==> src/rtl/usart_transmitter.sv <==
// USART transmit path: UDR holding buffer -> shift register -> frame serializer on TXD.
// Define USART_TX_PARITY_EN to compile in parity generation and the PARITY state.
module usart_transmitter (
  input  logic       i_clk,
  input  logic       i_rst_n,
  input  logic       i_baud_tick,
  input  logic       i_tx_enable,
  input  logic       i_mcu_write,
  input  logic [7:0] i_udr,
  input  logic       i_txb8,
  input  logic [2:0] i_char_size,
  input  logic [1:0] i_parity_mode,
  input  logic       i_stop_bits,
  input  logic       i_txc_clear,
  output logic       o_txd,
  output logic       o_udre,
  output logic       o_txc,
  output logic       o_busy,
  output logic [2:0] o_state_dbg
);

  typedef enum logic [2:0] {
    S_IDLE   = 3'd0,
    S_WAIT   = 3'd1,
    S_START  = 3'd2,
    S_DATA   = 3'd3,
`ifdef USART_TX_PARITY_EN
    S_PARITY = 3'd4,
`endif
    S_STOP1  = 3'd5,
    S_STOP2  = 3'd6
  } state_e;

  state_e     state_q, state_d;
  logic [8:0] buf_q, buf_d;
  logic       buf_valid_q, buf_valid_d;
  logic [8:0] shift_q, shift_d;
  logic [3:0] cnt_q, cnt_d;
  logic [3:0] last_q, last_d;
  logic       stop2_q, stop2_d;
  logic       txd_q, txd_d;
  logic       txc_q, txc_d;
  logic       load, end_frame, txc_set;
  logic [3:0] load_last;

  // Index of the last data bit (N-1); unused codes 4..6 behave as 8 bits.
  function automatic logic [3:0] last_idx(input logic [2:0] cs);
    case (cs)
      3'd0:    last_idx = 4'd4;
      3'd1:    last_idx = 4'd5;
      3'd2:    last_idx = 4'd6;
      3'd7:    last_idx = 4'd8;
      default: last_idx = 4'd7;
    endcase
  endfunction

`ifdef USART_TX_PARITY_EN
  logic       par_en_q, par_en_d;
  logic       par_bit_q, par_bit_d;
  logic [8:0] data_mask;

  always_comb begin
    data_mask = '0;
    for (int i = 0; i < 9; i++) data_mask[i] = (4'(i) <= load_last);
  end
`else
  logic unused_parity_mode;
  assign unused_parity_mode = ^i_parity_mode;
`endif

  // MCU write handshake: i_mcu_write is a one-cycle strobe accepted only when
  // o_udre=1 at that edge; a strobe seen with o_udre=0 is silently discarded.
  always_comb begin
    state_d     = state_q;
    buf_d       = buf_q;
    buf_valid_d = buf_valid_q;
    shift_d     = shift_q;
    cnt_d       = cnt_q;
    last_d      = last_q;
    stop2_d     = stop2_q;
    txd_d       = txd_q;
    load        = 1'b0;
    end_frame   = 1'b0;
    txc_set     = 1'b0;
    load_last   = last_idx(i_char_size);
`ifdef USART_TX_PARITY_EN
    par_en_d    = par_en_q;
    par_bit_d   = par_bit_q;
`endif
    case (state_q)
      S_IDLE: begin
        txd_d = 1'b1;
        if (buf_valid_q && i_tx_enable) begin
          load    = 1'b1;
          state_d = S_WAIT;
        end
      end
      S_WAIT: if (i_baud_tick) begin
        state_d = S_START;
        txd_d   = 1'b0;
      end
      S_START: if (i_baud_tick) begin
        state_d = S_DATA;
        txd_d   = shift_q[0];
        shift_d = {1'b0, shift_q[8:1]};
        cnt_d   = '0;
      end
      S_DATA: if (i_baud_tick) begin
        if (cnt_q < last_q) begin
          txd_d   = shift_q[0];
          shift_d = {1'b0, shift_q[8:1]};
          cnt_d   = cnt_q + 4'd1;
        end
`ifdef USART_TX_PARITY_EN
        else if (par_en_q) begin
          state_d = S_PARITY;
          txd_d   = par_bit_q;
        end
`endif
        else begin
          state_d = S_STOP1;
          txd_d   = 1'b1;
        end
      end
`ifdef USART_TX_PARITY_EN
      S_PARITY: if (i_baud_tick) begin
        state_d = S_STOP1;
        txd_d   = 1'b1;
      end
`endif
      S_STOP1: if (i_baud_tick) begin
        if (stop2_q) begin
          state_d = S_STOP2;
          txd_d   = 1'b1;
        end else begin
          end_frame = 1'b1;
        end
      end
      S_STOP2: if (i_baud_tick) end_frame = 1'b1;
      default: state_d = S_IDLE;
    endcase

    // A waiting byte chains straight into the next start bit with no idle gap.
    if (end_frame) begin
      if (buf_valid_q && i_tx_enable) begin
        load    = 1'b1;
        state_d = S_START;
        txd_d   = 1'b0;
      end else begin
        state_d = S_IDLE;
        txd_d   = 1'b1;
        txc_set = 1'b1;
      end
    end

    if (load) begin
      buf_valid_d = 1'b0;
      shift_d     = buf_q;
      last_d      = load_last;
      stop2_d     = i_stop_bits;
`ifdef USART_TX_PARITY_EN
      par_en_d    = i_parity_mode[1];
      par_bit_d   = (^(buf_q & data_mask)) ^ i_parity_mode[0];
`endif
    end

    if (i_mcu_write && !buf_valid_q) begin
      buf_valid_d = 1'b1;
      buf_d       = {i_txb8, i_udr};
    end

    txc_d = txc_set ? 1'b1 : (i_txc_clear ? 1'b0 : txc_q);
  end

  always_ff @(posedge i_clk or negedge i_rst_n) begin
    if (!i_rst_n) begin
      state_q     <= S_IDLE;
      buf_q       <= '0;
      buf_valid_q <= 1'b0;
      shift_q     <= '0;
      cnt_q       <= '0;
      last_q      <= '0;
      stop2_q     <= 1'b0;
      txd_q       <= 1'b1;
      txc_q       <= 1'b0;
`ifdef USART_TX_PARITY_EN
      par_en_q    <= 1'b0;
      par_bit_q   <= 1'b0;
`endif
    end else begin
      state_q     <= state_d;
      buf_q       <= buf_d;
      buf_valid_q <= buf_valid_d;
      shift_q     <= shift_d;
      cnt_q       <= cnt_d;
      last_q      <= last_d;
      stop2_q     <= stop2_d;
      txd_q       <= txd_d;
      txc_q       <= txc_d;
`ifdef USART_TX_PARITY_EN
      par_en_q    <= par_en_d;
      par_bit_q   <= par_bit_d;
`endif
    end
  end

  assign o_txd       = txd_q;
  assign o_udre      = !buf_valid_q;
  assign o_txc       = txc_q;
  assign o_busy      = (state_q != S_IDLE);
  assign o_state_dbg = state_q;

endmodule
==> config.mk <==
export PLATFORM = sky130hd
export DESIGN_NAME = usart_transmitter
export DESIGN_NICKNAME = d
export VERILOG_FILES = /design/src/rtl/usart_transmitter.sv
export SDC_FILE = /design/constraint.sdc
export NUM_CORES = 1
export LEC_CHECK = 0
export CORE_ASPECT_RATIO = 1.4
export CORE_MARGIN = 2
export CORE_UTILIZATION = 50
export CTS_BUF_LIST = sky130_fd_sc_hd__clkbuf_16
export CTS_CLUSTER_SIZE = 24
export DETAILED_ROUTE_END_ITERATION = 10
export DONT_BUFFER_PORTS = 1
export PLACE_DENSITY_LB_ADDON = 0.1
export RECOVER_POWER = 25
export SYNTH_ARGS = -nofsm -noshare
export SYNTH_HDL_FRONTEND = slang
export SYNTH_SLANG_ARGS = --single-unit
==> constraint.sdc <==
create_clock -name i_clk -period 2 [get_ports i_clk]
set_input_delay 0.4 -clock i_clk [delete_from_list [all_inputs] [get_ports i_clk]]
set_output_delay 0.4 -clock i_clk [all_outputs]
set_load 0.02 [all_outputs]
* After elaboration in Yosys (flattened, before gate mapping)
Cells that the tools add are included.
** Storage, ports and cells
- Flip-flop bits (word level) :: 33
- Input port bits :: 21
** Operators by class
- Add/sub/neg operators :: 1
- Magnitude comparators :: 1
- Reduce and logical (&&, ||, !) cells :: 15
- Mux-type cells :: 42
- Equal/unequal tests :: 22
** Operator list (number)
- $mux 9 :: 4
- $ne 3x3->1 const B :: 10
- $mux 3 :: 8
- $mux 1 :: 20
- $pmux 3 s6 :: 1
- $pmux 9 s2 :: 1
- $pmux 4 s4 :: 1
- $mux 4 :: 3
- $eq 3x2->1 const B :: 3
- $eq 3x3->1 const B :: 3
- $ne 2x2->1 const B :: 4
- $pmux 4 s2 :: 1
- $reduce_and 4->1 :: 2
- $reduce_and 8->1 :: 1
- $eq 3x1->1 const B :: 2
- $logic_not 3->1 :: 2
- $reduce_and 6->1 :: 1
- $reduce_bool 2->1 :: 3
- $reduce_bool 3->1 :: 2
- $reduce_bool 6->1 :: 1
- $pmux 1 s5 :: 1
- $add 4x1->4 const B :: 1
- $lt 4x4->1 :: 1
- $logic_and 1x1->1 :: 2
- 3 further kinds :: 3

* Depth between registers and ports, before layout
- Depth in word-level cells :: 7
- Depth in mapped cells :: 8
- Gate-level depth less buffers :: 7

* Least setup slack after synthesis
Ideal clock, no wire load.
- Kind :: flip-flop to flip-flop
- Start :: register cnt_q[1]
- End :: register state_q[2] (netlist: o_state_dbg[2])
- Path slack :: 0.182 ns
- Required time :: 1.879 ns
- Setup time :: 0.121 ns
- Period minus slack after synthesis :: 1.818 ns
- Arrival :: 1.697 ns
- Path buffers :: 0
- Stages on the path, launching flop included :: 6
- Path through :: dfrtp_1 -> ha_1 -> a2111oi_4 -> nor2_2 -> a32o_1 -> a22o_1
** Between the ends
- Longest elaborated chain between the ends :: 3
** RTL lines
- start: declaration :: line 38 : logic [3:0] cnt_q, cnt_d;
- start signal: assignment :: line 195 : cnt_q <= cnt_d;
- $lt 4x4->1 :: line 109 : if (cnt_q < last_q) begin
- $ne 3x3->1 (no source line)
- $reduce_and 8->1 (no source line)
- end signal: assignment :: line 191 : state_q <= state_d;
- end: declaration :: line 34 : state_e state_q, state_d;
No other way between the ends.
A chain may end at the register's enable or synchronous reset.

* Final worst setup path
Ends and elaborated chain as after synthesis.

==> flow_summary_export.csv <==
group,metric,value,unit
sta,min_period_over_period,95.03,%
sta,tightestPinTransition,0.8190,ns
cts,cts_htree_levels,2,
power_and_ir_drop,power.leakage,0.9154,nW
worst_setup_path,r2r-end,"o_state_dbg[2]",
worst_setup_path,critical_path_buf_inv_count,1,
logic_synthesis,postSynthAreaPerCell,10.24,um2
logic_synthesis,synth_cells,167,
run_status,status,"finished, final reports clean",
cells_and_area,design_area,0.001942,mm2
placed_design,place_area,0.001767,mm2
cts,ctsRootBufferMaster,"sky130_fd_sc_hd__clkbuf_16",
cells_and_area,share_of_cells_above_drive_strength_1,19.77,%
power_and_ir_drop,vdd_drop_max,0.0009712,V
detailed_routing,drt_drc_violations_left,0,
logic_synthesis,synth_area_leaders,"sky130_fd_sc_hd__dfrtp_1 47%, sky130_fd_sc_hd__mux2i_1 6.4%, sky130_fd_sc_hd__mux2_2 5.9%",
min_path,min-delay-start,"i_txc_clear",
placed_design,routabilityCongestion,0.7737,
global_routing,global_routing_usage_summed_across_all_routing_layers,18.99,%
logic_synthesis,yosys_most_used_dff,"sky130_fd_sc_hd__dfrtp_1",
worst_setup_path,crit_path_cell_trace,"ha_4 > a2111oi_4 > buf_4 > nor2_2 > a32o_1 > a22o_1",
sta,achievable-frequency,0.5262,GHz
cts,clock_latency_of_the_later_clocked_register_in_the_worst_skew_pair,0.27,ns
worst_setup_path,ff2ff_setup_slack,0.1,ns
sta,timing.final.hold_violations,0,
power_and_ir_drop,powerDensity,1809,mW/mm2
cts,cts_buffers,5,
min_path,worst_hold_path.endpoint,"o_txc",
worst_setup_path,timing.critical_path.fanout_max,6,
placed_design,detailed_place_hpwl,2216,um
worst_setup_path,reg2reg_depth,6,
worst_setup_path,worst-path-stages,6,
cells_and_area,post_layout_nonfiller_instances,217,
floorplanning,start_util,51.58,%
detailed_routing,routed-via-count,1198,
worst_setup_path,delay_heaviest_family_cp,"compound AO/OA/AOI/OAI gates",
floorplanning,die_h,73.20,um
min_path,timing.hold.worst.class,"primary input to register",
cells_and_area,final_net_count,201,
logic_synthesis,post_synth_instance_area,0.001710,mm2
cts,clk_path_buf_depth,2,
power_and_ir_drop,combPwrFrac,42.6,%
power_and_ir_drop,power_switching_share,37.13,%
detailed_routing,route.detailed.vias_per_inst,5.521,
global_routing,grt_antenna_before_repair,0,
floorplanning,floorplan.die_area,0.003911,mm2
detailed_routing,number_of_antenna_violating_nets_in_the_routed_design,0,
sta,fin_skew,0.005486,ns
worst_setup_path,critPathArrivalTime,2.06,ns
logic_synthesis,synth_top_area_share,46.82,%
sta,grt_setup_unrepaired,"no",
floorplanning,floorplan.die.width,53.43,um
global_routing,grt_pass1_wl,5361,um
sta,maxSlewViolCount,0,
worst_setup_path,slowest_stage_cell_on_the_critical_path,"sky130_fd_sc_hd__dfrtp_2",
worst_setup_path,regToRegStartpoint,"cnt_q[1]",
global_routing,grt_start_max_net_pins,34,
cts,cts_tree,"built",
logic_synthesis,number_of_enable_flip_flop_cells_after_synthesis,0,
sta,slew_headroom,45.40,%
cts,worst_setup_hold_path_clk_slew,0.05,ns
logic_synthesis,synthTopCellsByCount,"32 x sky130_fd_sc_hd__dfrtp_1, 18 x sky130_fd_sc_hd__nor2_1, 16 x sky130_fd_sc_hd__o21ai_0",
logic_synthesis,ys_seq_elements,33,
floorplanning,fp-row-count,25,
cells_and_area,insertedDiodeCount,0,
floorplanning,core_area,0.003316,mm2
worst_setup_path,critPathCaptureType,"register",
detailed_routing,overall_routed_net_length,3091,um
cts,clkSinkCount,33,
global_routing,vias_in_the_first_global_route,1214,
power_and_ir_drop,p_total,3.512,mW
detailed_routing,drt_iter0_drc,22,
run,max_cap_violations,0,
power_and_ir_drop,switching_power,1.304,mW
placed_design,dp_cells,206,
cells_and_area,final.fill_count,308,
logic_synthesis,synth.yosys.seq_area_share,48.35,%
worst_setup_path,worst_path_required,2.16,ns
worst_setup_path,critical_path.startpoint_type,"register",
global_routing,grt-ovfl-total,0,
detailed_routing,detail_route.wl_per_cell,14.24,um
logic_synthesis,post-synth-top-count-cell,"sky130_fd_sc_hd__dfrtp_1",
sta,timing.final.setup_violations,0,
logic_synthesis,yosys.area.top_type,"sky130_fd_sc_hd__dfrtp_1",
cells_and_area,final_core_utilization,58.57,%
logic_synthesis,yosys_warnings,0,
sta,timing.hold.ws,0.2373,ns
power_and_ir_drop,clock_power_share,20.3,%
power_and_ir_drop,intPower,2.208,mW
floorplanning,ios,28,
logic_synthesis,asr_flop_ratio_synth,100.0,%
placed_design,io_buffer_count,0,
sta,min_period,1.901,ns
worst_setup_path,timing.critical_path.slowest_cell_delay,0.45,ns
logic_synthesis,post_synthesis_cell_type_count,37,
worst_setup_path,worst-setup-path-type,"register to register",
cells_and_area,synthToLayoutAreaGrowth,13.53,%
logic_synthesis,syn-num-nets,192,
detailed_routing,drt_pre_antenna_iters,3,
min_path,min_path_cells,1,
power_and_ir_drop,power.share.sequential,37.2,%
## flip-flops by register name (all words and copies together) (netlist names)
name,cells
buf_q,9
shift_q,9
cnt_q,4
last_q,4
o_state_dbg,3
buf_valid_q,1
o_txc,1
o_txd,1
stop2_q,1
## kinds of logic after synthesis
group,Yosys count,synth area share (%)
buf+inv,20,5.560
compound gates,48,18.87
simple gates,41,11.41
fa+ha+maj,4,2.926
xor+xnor,1,0.5122
flops,33,48.35
mux,20,12.36
## layout make-up
| class | count | area [um2] | area share, % |
|---|---|---|---|
| Multi-Input combinational cell | 114 | 800.8 | 41.24 |
| Clock inverter | 3 | 13.76 | 0.7088 |
| Inverter | 11 | 41.29 | 2.126 |
| Timing Repair Buffer | 11 | 82.58 | 4.253 |
| Clock buffer | 5 | 125.1 | 6.443 |
| Sequential cell | 33 | 828.3 | 42.65 |
| Tap cell | 40 | 50.05 | 2.577 |
## worst max path at each step
stage / start / endpoint / slack, ns
finish: cnt_q[1] / o_state_dbg[2] / 0.1
global route: cnt_q[1] / o_state_dbg[2] / 0.02
CTS: cnt_q[1] / o_state_dbg[2] / 0.07
detailed placement: cnt_q[1] / shift_q[7] / -0.01
global placement: cnt_q[1] / o_state_dbg[2] / 0.04
floorplan: cnt_q[1] / o_state_dbg[2] / 0.18
## power groups by stage
stage	Sequential (mW)	Combinational, mW	Clock, mW
after floorplan	1.23	1.22	0
after global placement	1.30	1.39	0
after detailed placement	1.31	1.45	0
after CTS	1.30	1.52	0.728
after global routing	1.36	1.67	0.770
final	1.30	1.50	0.711
## placed cells by master, fill, tap and decap left out, types with 2 or more instances in the layout
master and count:
sky130_fd_sc_hd__clkinv_2 2, sky130_fd_sc_hd__a21o_1 2, sky130_fd_sc_hd__o31ai_1 2, sky130_fd_sc_hd__o21ai_0 16, sky130_fd_sc_hd__nor2_1 18, sky130_fd_sc_hd__clkbuf_16 5
sky130_fd_sc_hd__a22o_1 2, sky130_fd_sc_hd__ha_1 3, sky130_fd_sc_hd__mux2i_1 11, sky130_fd_sc_hd__mux2_2 9, sky130_fd_sc_hd__o22ai_1 2, sky130_fd_sc_hd__o21a_1 2
sky130_fd_sc_hd__nand3_1 3, sky130_fd_sc_hd__inv_1 12, sky130_fd_sc_hd__dfrtp_1 31, sky130_fd_sc_hd__a21oi_1 13, sky130_fd_sc_hd__nor2b_1 3, sky130_fd_sc_hd__nand2_1 11
sky130_fd_sc_hd__buf_4 9
## repair_timing
action,CTS,global route
hold endpoints to repair,33,0
gates resized for setup,1,1
hold buffers,2,0
setup buffers,1,0
setup endpoints to repair,8,1
pin swaps,1,0
## layer usage
layer	global-route usage, %	vias to the layer above	wire length, um
met5	0	-	0
met2	32.10	17	1616
met3	5.123	6	101
met4	8.547	0	59
li1	-	605	-
met1	21.86	570	1314
## metrics by stage
step | setup WS (ns) | setup TNS, ns
CTS | 0.06538 | 0
global placement | 0.03916 | 0
global route | 0.01792 | 0
finish | 0.09942 | 0
floorplan | 0.1817 | 0
detailed placement | -0.01417 | -0.02271
Note: power is estimated with default switching activity, not from simulation.
